<file path="src/rtl/usb_host_pkg.sv">
// Shared USB host definitions: PID values, transaction type/result encodings and
// RXStatus bit positions used by the host transaction engine.
package usb_host_pkg;

  localparam logic [3:0] PID_SETUP = 4'hD;
  localparam logic [3:0] PID_IN    = 4'h9;
  localparam logic [3:0] PID_OUT   = 4'h1;
  localparam logic [3:0] PID_DATA0 = 4'h3;
  localparam logic [3:0] PID_DATA1 = 4'hB;
  localparam logic [3:0] PID_ACK   = 4'h2;

  typedef enum logic [1:0] {
    TT_SETUP = 2'b00,
    TT_IN    = 2'b01,
    TT_OUT0  = 2'b10,
    TT_OUT1  = 2'b11
  } trans_type_e;

  typedef enum logic [2:0] {
    RES_OK      = 3'd0,
    RES_NAK     = 3'd1,
    RES_STALL   = 3'd2,
    RES_TIMEOUT = 3'd3,
    RES_ERROR   = 3'd4
  } trans_res_e;

  localparam int RX_SEQ   = 7;
  localparam int RX_ACK   = 6;
  localparam int RX_STALL = 5;
  localparam int RX_NAK   = 4;
  localparam int RX_TMO   = 3;

  function automatic logic [3:0] tokenPid(input trans_type_e t);
    case (t)
      TT_SETUP: tokenPid = PID_SETUP;
      TT_IN:    tokenPid = PID_IN;
      default:  tokenPid = PID_OUT;
    endcase
  endfunction

endpackage

</file>
<file path="src/rtl/usb_host_trans_engine.sv">
// Host-side USB transaction sequencer: token/data/handshake phases with bounded
// retry, optional NAK retry, receive watchdog and a latched result code.
module usb_host_trans_engine
  import usb_host_pkg::*;
#(
  parameter int MAX_RETRY = 3,
  parameter int RETRY_W   = 2,
  parameter int NAK_RETRY = 0,
  parameter int WDOG_CYC  = 4095,
  parameter int DONE_DLY  = 16,
  parameter int RETRY_GAP = 32
) (
  input  logic               clk,
  input  logic               rst,
  input  logic               transReq,
  input  logic [1:0]         transType,
  input  logic               isoEn,
  input  logic [7:0]         RXStatus,
  input  logic               sendPacketArbiterGnt,
  input  logic               sendPacketRdy,
  input  logic               getPacketRdy,
  output logic               sendPacketArbiterReq,
  output logic [3:0]         sendPacketPID,
  output logic               sendPacketWEn,
  output logic               getPacketREn,
  output logic               transDone,
  output logic               clearTXReq,
  output logic [2:0]         transResult,
  output logic [RETRY_W-1:0] retryCnt
);

  localparam int TMR_MAX0 = (WDOG_CYC > DONE_DLY) ? WDOG_CYC : DONE_DLY;
  localparam int TMR_MAX  = (TMR_MAX0 > RETRY_GAP) ? TMR_MAX0 : RETRY_GAP;
  localparam int TMR_W    = (TMR_MAX > 2) ? $clog2(TMR_MAX) : 1;

  typedef enum logic [3:0] {
    S_IDLE, S_ARB, S_TOKEN, S_TOK_GAP, S_DATA, S_DAT_GAP, S_WAIT_RDY, S_RX,
    S_RX_WAIT, S_CHECK, S_ACK_TX, S_ACK_GAP, S_GAP, S_DONE, S_HOLD
  } state_e;

  state_e              state, stateN;
  logic [TMR_W-1:0]    tmr, tmrN;
  logic [RETRY_W-1:0]  retryN;
  trans_type_e         typeQ, typeN;
  logic                isoQ, isoN;
  logic [7:0]          rxStat, rxStatN;
  logic                arbReqN, wEnN, rEnN, doneN;
  logic [3:0]          pidN;
  logic [2:0]          resultN;
  logic                fail, goDone, canRetry;
  trans_res_e          failCode, doneCode;
  logic [TMR_W-1:0]    tmrInc;

  // Shared timer saturates instead of wrapping
  assign tmrInc = (tmr == '1) ? tmr : tmr + 1'b1;

  always_comb begin
    stateN   = state;
    tmrN     = tmr;
    retryN   = retryCnt;
    typeN    = typeQ;
    isoN     = isoQ;
    rxStatN  = rxStat;
    arbReqN  = sendPacketArbiterReq;
    pidN     = sendPacketPID;
    wEnN     = 1'b0;
    rEnN     = 1'b0;
    doneN    = 1'b0;
    resultN  = transResult;
    fail     = 1'b0;
    goDone   = 1'b0;
    failCode = RES_ERROR;
    doneCode = RES_OK;
    canRetry = 1'b0;
    case (state)
      S_IDLE: if (transReq) begin
        stateN  = S_ARB;
        arbReqN = 1'b1;
        retryN  = '0;
      end
      S_ARB: if (sendPacketArbiterGnt) begin
        stateN = S_TOKEN;
        typeN  = trans_type_e'(transType);
        isoN   = isoEn;
      end
      S_TOKEN: if (sendPacketRdy) begin
        wEnN   = 1'b1;
        pidN   = tokenPid(typeQ);
        stateN = S_TOK_GAP;
      end
      S_TOK_GAP: stateN = (typeQ == TT_IN) ? S_RX : S_DATA;
      S_DATA: if (sendPacketRdy) begin
        wEnN   = 1'b1;
        pidN   = (typeQ == TT_OUT1) ? PID_DATA1 : PID_DATA0;
        stateN = S_DAT_GAP;
      end
      S_DAT_GAP:  stateN = isoQ ? S_WAIT_RDY : S_RX;
      S_WAIT_RDY: if (sendPacketRdy) goDone = 1'b1;
      S_RX: if (sendPacketRdy) begin
        rEnN   = 1'b1;
        tmrN   = '0;
        stateN = S_RX_WAIT;
      end
      S_RX_WAIT: begin
        // A reply landing on the expiry cycle still wins over the watchdog
        if (getPacketRdy) begin
          rxStatN = RXStatus;
          stateN  = S_CHECK;
        end else if (tmr == TMR_W'(WDOG_CYC - 1)) begin
          fail     = 1'b1;
          failCode = RES_TIMEOUT;
        end else begin
          tmrN = tmrInc;
        end
      end
      S_CHECK: begin
        if (rxStat[RX_STALL]) begin
          goDone   = 1'b1;
          doneCode = RES_STALL;
        end else if (rxStat[RX_NAK]) begin
          fail     = 1'b1;
          failCode = RES_NAK;
        end else if (|rxStat[3:0]) begin
          fail     = 1'b1;
          failCode = (rxStat[3:0] == 4'b1000) ? RES_TIMEOUT : RES_ERROR;
        end else if (typeQ == TT_IN) begin
          if (isoQ) goDone = 1'b1;
          else      stateN = S_ACK_TX;
        end else if (rxStat[RX_ACK]) begin
          goDone = 1'b1;
        end else begin
          fail = 1'b1;
        end
      end
      S_ACK_TX: if (sendPacketRdy) begin
        wEnN   = 1'b1;
        pidN   = PID_ACK;
        stateN = S_ACK_GAP;
      end
      S_ACK_GAP: stateN = S_WAIT_RDY;
      S_GAP: begin
        if (tmr == TMR_W'(RETRY_GAP - 1)) stateN = S_TOKEN;
        else                              tmrN   = tmrInc;
      end
      S_DONE: begin
        stateN = S_HOLD;
        tmrN   = '0;
      end
      S_HOLD: begin
        if (tmr == TMR_W'(DONE_DLY - 1)) stateN = S_IDLE;
        else                             tmrN   = tmrInc;
      end
      default: stateN = S_IDLE;
    endcase

    canRetry = (int'(retryCnt) < MAX_RETRY) && (failCode != RES_NAK || NAK_RETRY != 0) && !isoQ;
    if (fail) begin
      if (canRetry) begin
        retryN = retryCnt + 1'b1;
        tmrN   = '0;
        stateN = S_GAP;
      end else begin
        goDone   = 1'b1;
        doneCode = failCode;
      end
    end

    if (goDone) begin
      stateN  = S_DONE;
      doneN   = 1'b1;
      arbReqN = 1'b0;
      resultN = doneCode;
    end
  end

  always_ff @(posedge clk) begin
    if (rst) begin
      state                <= S_IDLE;
      tmr                  <= '0;
      retryCnt             <= '0;
      typeQ                <= TT_SETUP;
      isoQ                 <= 1'b0;
      rxStat               <= '0;
      sendPacketArbiterReq <= 1'b0;
      sendPacketPID        <= '0;
      sendPacketWEn        <= 1'b0;
      getPacketREn         <= 1'b0;
      transDone            <= 1'b0;
      clearTXReq           <= 1'b0;
      transResult          <= '0;
    end else begin
      state                <= stateN;
      tmr                  <= tmrN;
      retryCnt             <= retryN;
      typeQ                <= typeN;
      isoQ                 <= isoN;
      rxStat               <= rxStatN;
      sendPacketArbiterReq <= arbReqN;
      sendPacketPID        <= pidN;
      sendPacketWEn        <= wEnN;
      getPacketREn         <= rEnN;
      transDone            <= doneN;
      clearTXReq           <= doneN;
      transResult          <= resultN;
    end
  end

endmodule
</file>
<file path="config.mk">
export PLATFORM = sky130hd
export DESIGN_NAME = usb_host_trans_engine
export DESIGN_NICKNAME = d
export VERILOG_FILES = /design/src/rtl/usb_host_pkg.sv /design/src/rtl/usb_host_trans_engine.sv
export SDC_FILE = /design/constraint.sdc
export NUM_CORES = 1
export LEC_CHECK = 0
export BUFFER_PORTS_ARGS = -buffer_cell sky130_fd_sc_hd__buf_2
export CORE_MARGIN = 1.5
export CORE_UTILIZATION = 55
export CTS_BUF_LIST = sky130_fd_sc_hd__clkbuf_8
export CTS_CLUSTER_SIZE = 16
export DETAILED_ROUTE_END_ITERATION = 8
export HOLD_SLACK_MARGIN = 0.03
export PLACE_DENSITY = 0.73
export SLEW_MARGIN = 10
export SYNTH_ARGS = -nofsm -noshare
export SYNTH_HDL_FRONTEND = slang
export SYNTH_SLANG_ARGS = --single-unit
</file>
<file path="constraint.sdc">
create_clock -name clk -period 4.7 [get_ports clk]
set_clock_uncertainty 0.2 [all_clocks]
set_input_delay 0.47 -clock clk [delete_from_list [all_inputs] [get_ports clk]]
set_output_delay 0.47 -clock clk [all_outputs]
set_load 0.05 [all_outputs]
</file>
==> flow_summary_export.csv <==
group,metric,value,unit
cts,ctsResizeCount,0,
cts,clock-root-buffer,"clkbuf_8",
yosys,yosys.area.top_type,"dfxtp_1",
layout,mostFrequentLayoutCell,"dfxtp_1",
sta,fin_crit,3.14,ns
floorplanning,core.rowCount,24,
worst_setup_path,crit_arrival,3.10,ns
routing,drc,0,
layout,diodes,0,
floorplanning,die_y,71.9,um
yosys,syn_nets,341,
yosys,syn_area,0.00261,mm^2
sta,max_freq,0.319,GHz
cts,cts_sinks,39,
global_routing,globalRoute.totalOverflow,0,
worst_setup_path,crit_fanout,23,
outcome,status,"complete, no violations",
layout,fin_nets,350,
power,power_leakage,1.03,nW
yosys,synth_ff_type,"dfxtp_1",
sta,hold_violations,0,
sta,fin_ws,1.56,ns
routing,wirelength,6.00,mm
floorplanning,floorplan.die.width,71.9,um
yosys,syn_avg_cell_area,8.13,um^2
worst_setup_path,cp-start-kind,"flop",
floorplanning,pin_count,31,
yosys,synth.distinct_cells,71,
sta,setup_viol,0,
layout,fillers,408,
routing,viasPerCell,6.37,
yosys,synth_top_area_share,29.9,%
layout,drive_gt1_share,16.0,%
yosys,synth_cells,321,
global_routing,grt_pass1_vias,2211,
global_routing,busiest_layer,"met2",
floorplanning,core,0.00444,mm^2
global_routing,grt_use_met3,4.50,%
yosys,ys_seq_area_share,29.9,%
yosys,synth_warnings,0,
yosys,yosys-top-cells-area,"dfxtp_1 (30%), nor2_1 (4.2%), a21oi_1 (3.8%)",
yosys,synthArstFlopShare,0,%
cts,cts_setup_buffers,0,
yosys,synth_edf_count,0,
global_routing,grt_pass1_wl,10.2,mm
yosys,synth_seq_cells,39,
job,cap_violations,0,
cts,hold_buffers,0,
cts,clkTransAtPathRegs,0.08,ns
worst_setup_path,worstPathRequired,4.66,ns
sta,slew_viol_final,0,
sta,rsz0062_at_grt,"no",
global_routing,gr-usage-met2,39.4,%
placed_design,hpwl,4.22,mm
sta,max_slew_margin,49.9,%
hold_path,hp-class,"input port to flop",
floorplanning,dieArea,0.00517,mm^2
routing,first_pass_iters,4,
global_routing,grt_start_max_net_pins,26,
cts,cts_tree,"yes",
placed_design,numPortBuffers,29,
cts,htreeDepth,2,
power,power-per-cell-area,248,mW/mm^2
worst_setup_path,path_class,"flop to flop",
cts,clockBufferDepth,2,
sta,tns,0,ns
cts,cts_buffers,5,
floorplanning,start_util,58.7,%
routing,drtIter0Drc,156,
cts,clk_latency,0.30,ns
worst_setup_path,critPathCaptureType,"flop",
global_routing,grt_use_total,24.4,%
sta,finalCritPeriodShare,66.7,%
global_routing,use_met1,33.4,%
placed_design,dpl_worst_slack,1.58,ns
routing,final_antenna_net_count,0,
routing,vias,2440,
placed_design,place_congestion,0.827,
routing,detail_route.wl_per_cell,15.7,um
global_routing,grt_antenna_before_repair,0,
power,ir_drop,0.208,mV
layout,layout_common_cells,"dfxtp_1 (39), nor2_1 (29), buf_2 (29)",
sta,tightest_slew,0.751,ns
layout,syn_to_final_growth,5.76,%
-- routing by layer --
metal	vias to the layer above	share of wire, %
met5	-	0
met4	0	1.4
met3	8	4.1
met2	53	48
met1	1153	47
li1	1226	-
-- sequential cells by signal, summed over array words and instances, names as in the netlist --
signal / cells
getPacketREn: 1
typeQ: 2
transResult: 3
clearTXReq: 1
sendPacketArbiterReq: 1
isoQ: 1
sendPacketWEn: 1
rxStat: 7
state: 4
tmr: 12
sendPacketPID: 4
retryCnt: 2
-- synthesized netlist by cell type (4+ instances only) --
master / instances
and3_1: 5
nand4b_1: 4
inv_1: 8
a21oi_1: 20
mux2i_1: 10
nand4_1: 7
buf_6: 6
and2_1: 6
nand3b_1: 4
clkbuf_1: 10
buf_2: 5
o211ai_1: 4
a211o_1: 4
a211oi_2: 5
nand3_1: 11
a31oi_1: 7
nor2_1: 29
a21o_1: 6
nor3_1: 4
nand2b_1: 7
nor2b_1: 6
dfxtp_1: 39
buf_1: 4
o21ai_0: 12
nand2_1: 25
-- cell families after synthesis --
logic type | Yosys count | share of synthesized area, %
compound gates | 99 | 27.7
flops | 39 | 29.9
mux | 10 | 3.84
buf+inv | 35 | 7.29
xor+xnor | 2 | 0.672
fa+ha+maj | 3 | 1.44
simple gates | 133 | 29.1
-- worst max-delay path: stages, from the launching register on --
cell	delay, ns
dfxtp_1	0.76
nor4b_2	0.63
and2b_1	0.33
a22o_1	0.44
a21o_1	0.54
a311oi_1	0.09
-- through the flow --
stage / util, % / hold slack, ns / cells / total power [mW] / cell area (um^2)
after floorplan: - / 0.261 / 321 / 0.421 / 2610
after detailed placement: 59.8 / 0.242 / 375 / 0.440 / 2660
after global placement: 59.8 / 0.235 / 375 / 0.440 / 2660
after CTS: 62.1 / 0.204 / 383 / 0.689 / 2760
after global routing: 62.1 / 0.218 / 383 / 0.716 / 2760
final: 62.1 / 0.205 / 383 / 0.683 / 2760
-- where the power goes --
group	switching, mW	internal, mW
Sequential	0.0178	0.337
Clock	0.119	0.132
Combinational	0.0473	0.0300
-- worst paths after layout --
path	startpoint	endpoint	slack (ns)	depth (start not counted)
setup / recovery	state[3]$_SDFF_PP0_	tmr[7]$_SDFF_PP0_	1.56	5
hold / removal	RXStatus[3]	rxStat[3]$_SDFFE_PP0P_	0.21	3
setup reg to reg	state[3]$_SDFF_PP0_	tmr[7]$_SDFF_PP0_	1.56	5
hold reg to reg	sendPacketArbiterReq$_SDFFE_PP0P_	sendPacketArbiterReq$_SDFFE_PP0P_	0.25	2
-- cell type report --
cell class                      instances  area, um^2  share of cell area, %
Multi-Input combinational cell        247        1640                   59.4
Sequential cell                        39         781                   28.3
Timing Repair Buffer                   29         145                   5.26
Clock buffer                            7        96.3                   3.49
Tap cell                               52        65.1                   2.36
Inverter                                8        30.0                   1.09
Clock inverter                          1        3.75                  0.136
Power figures use the tool's default switching activity.
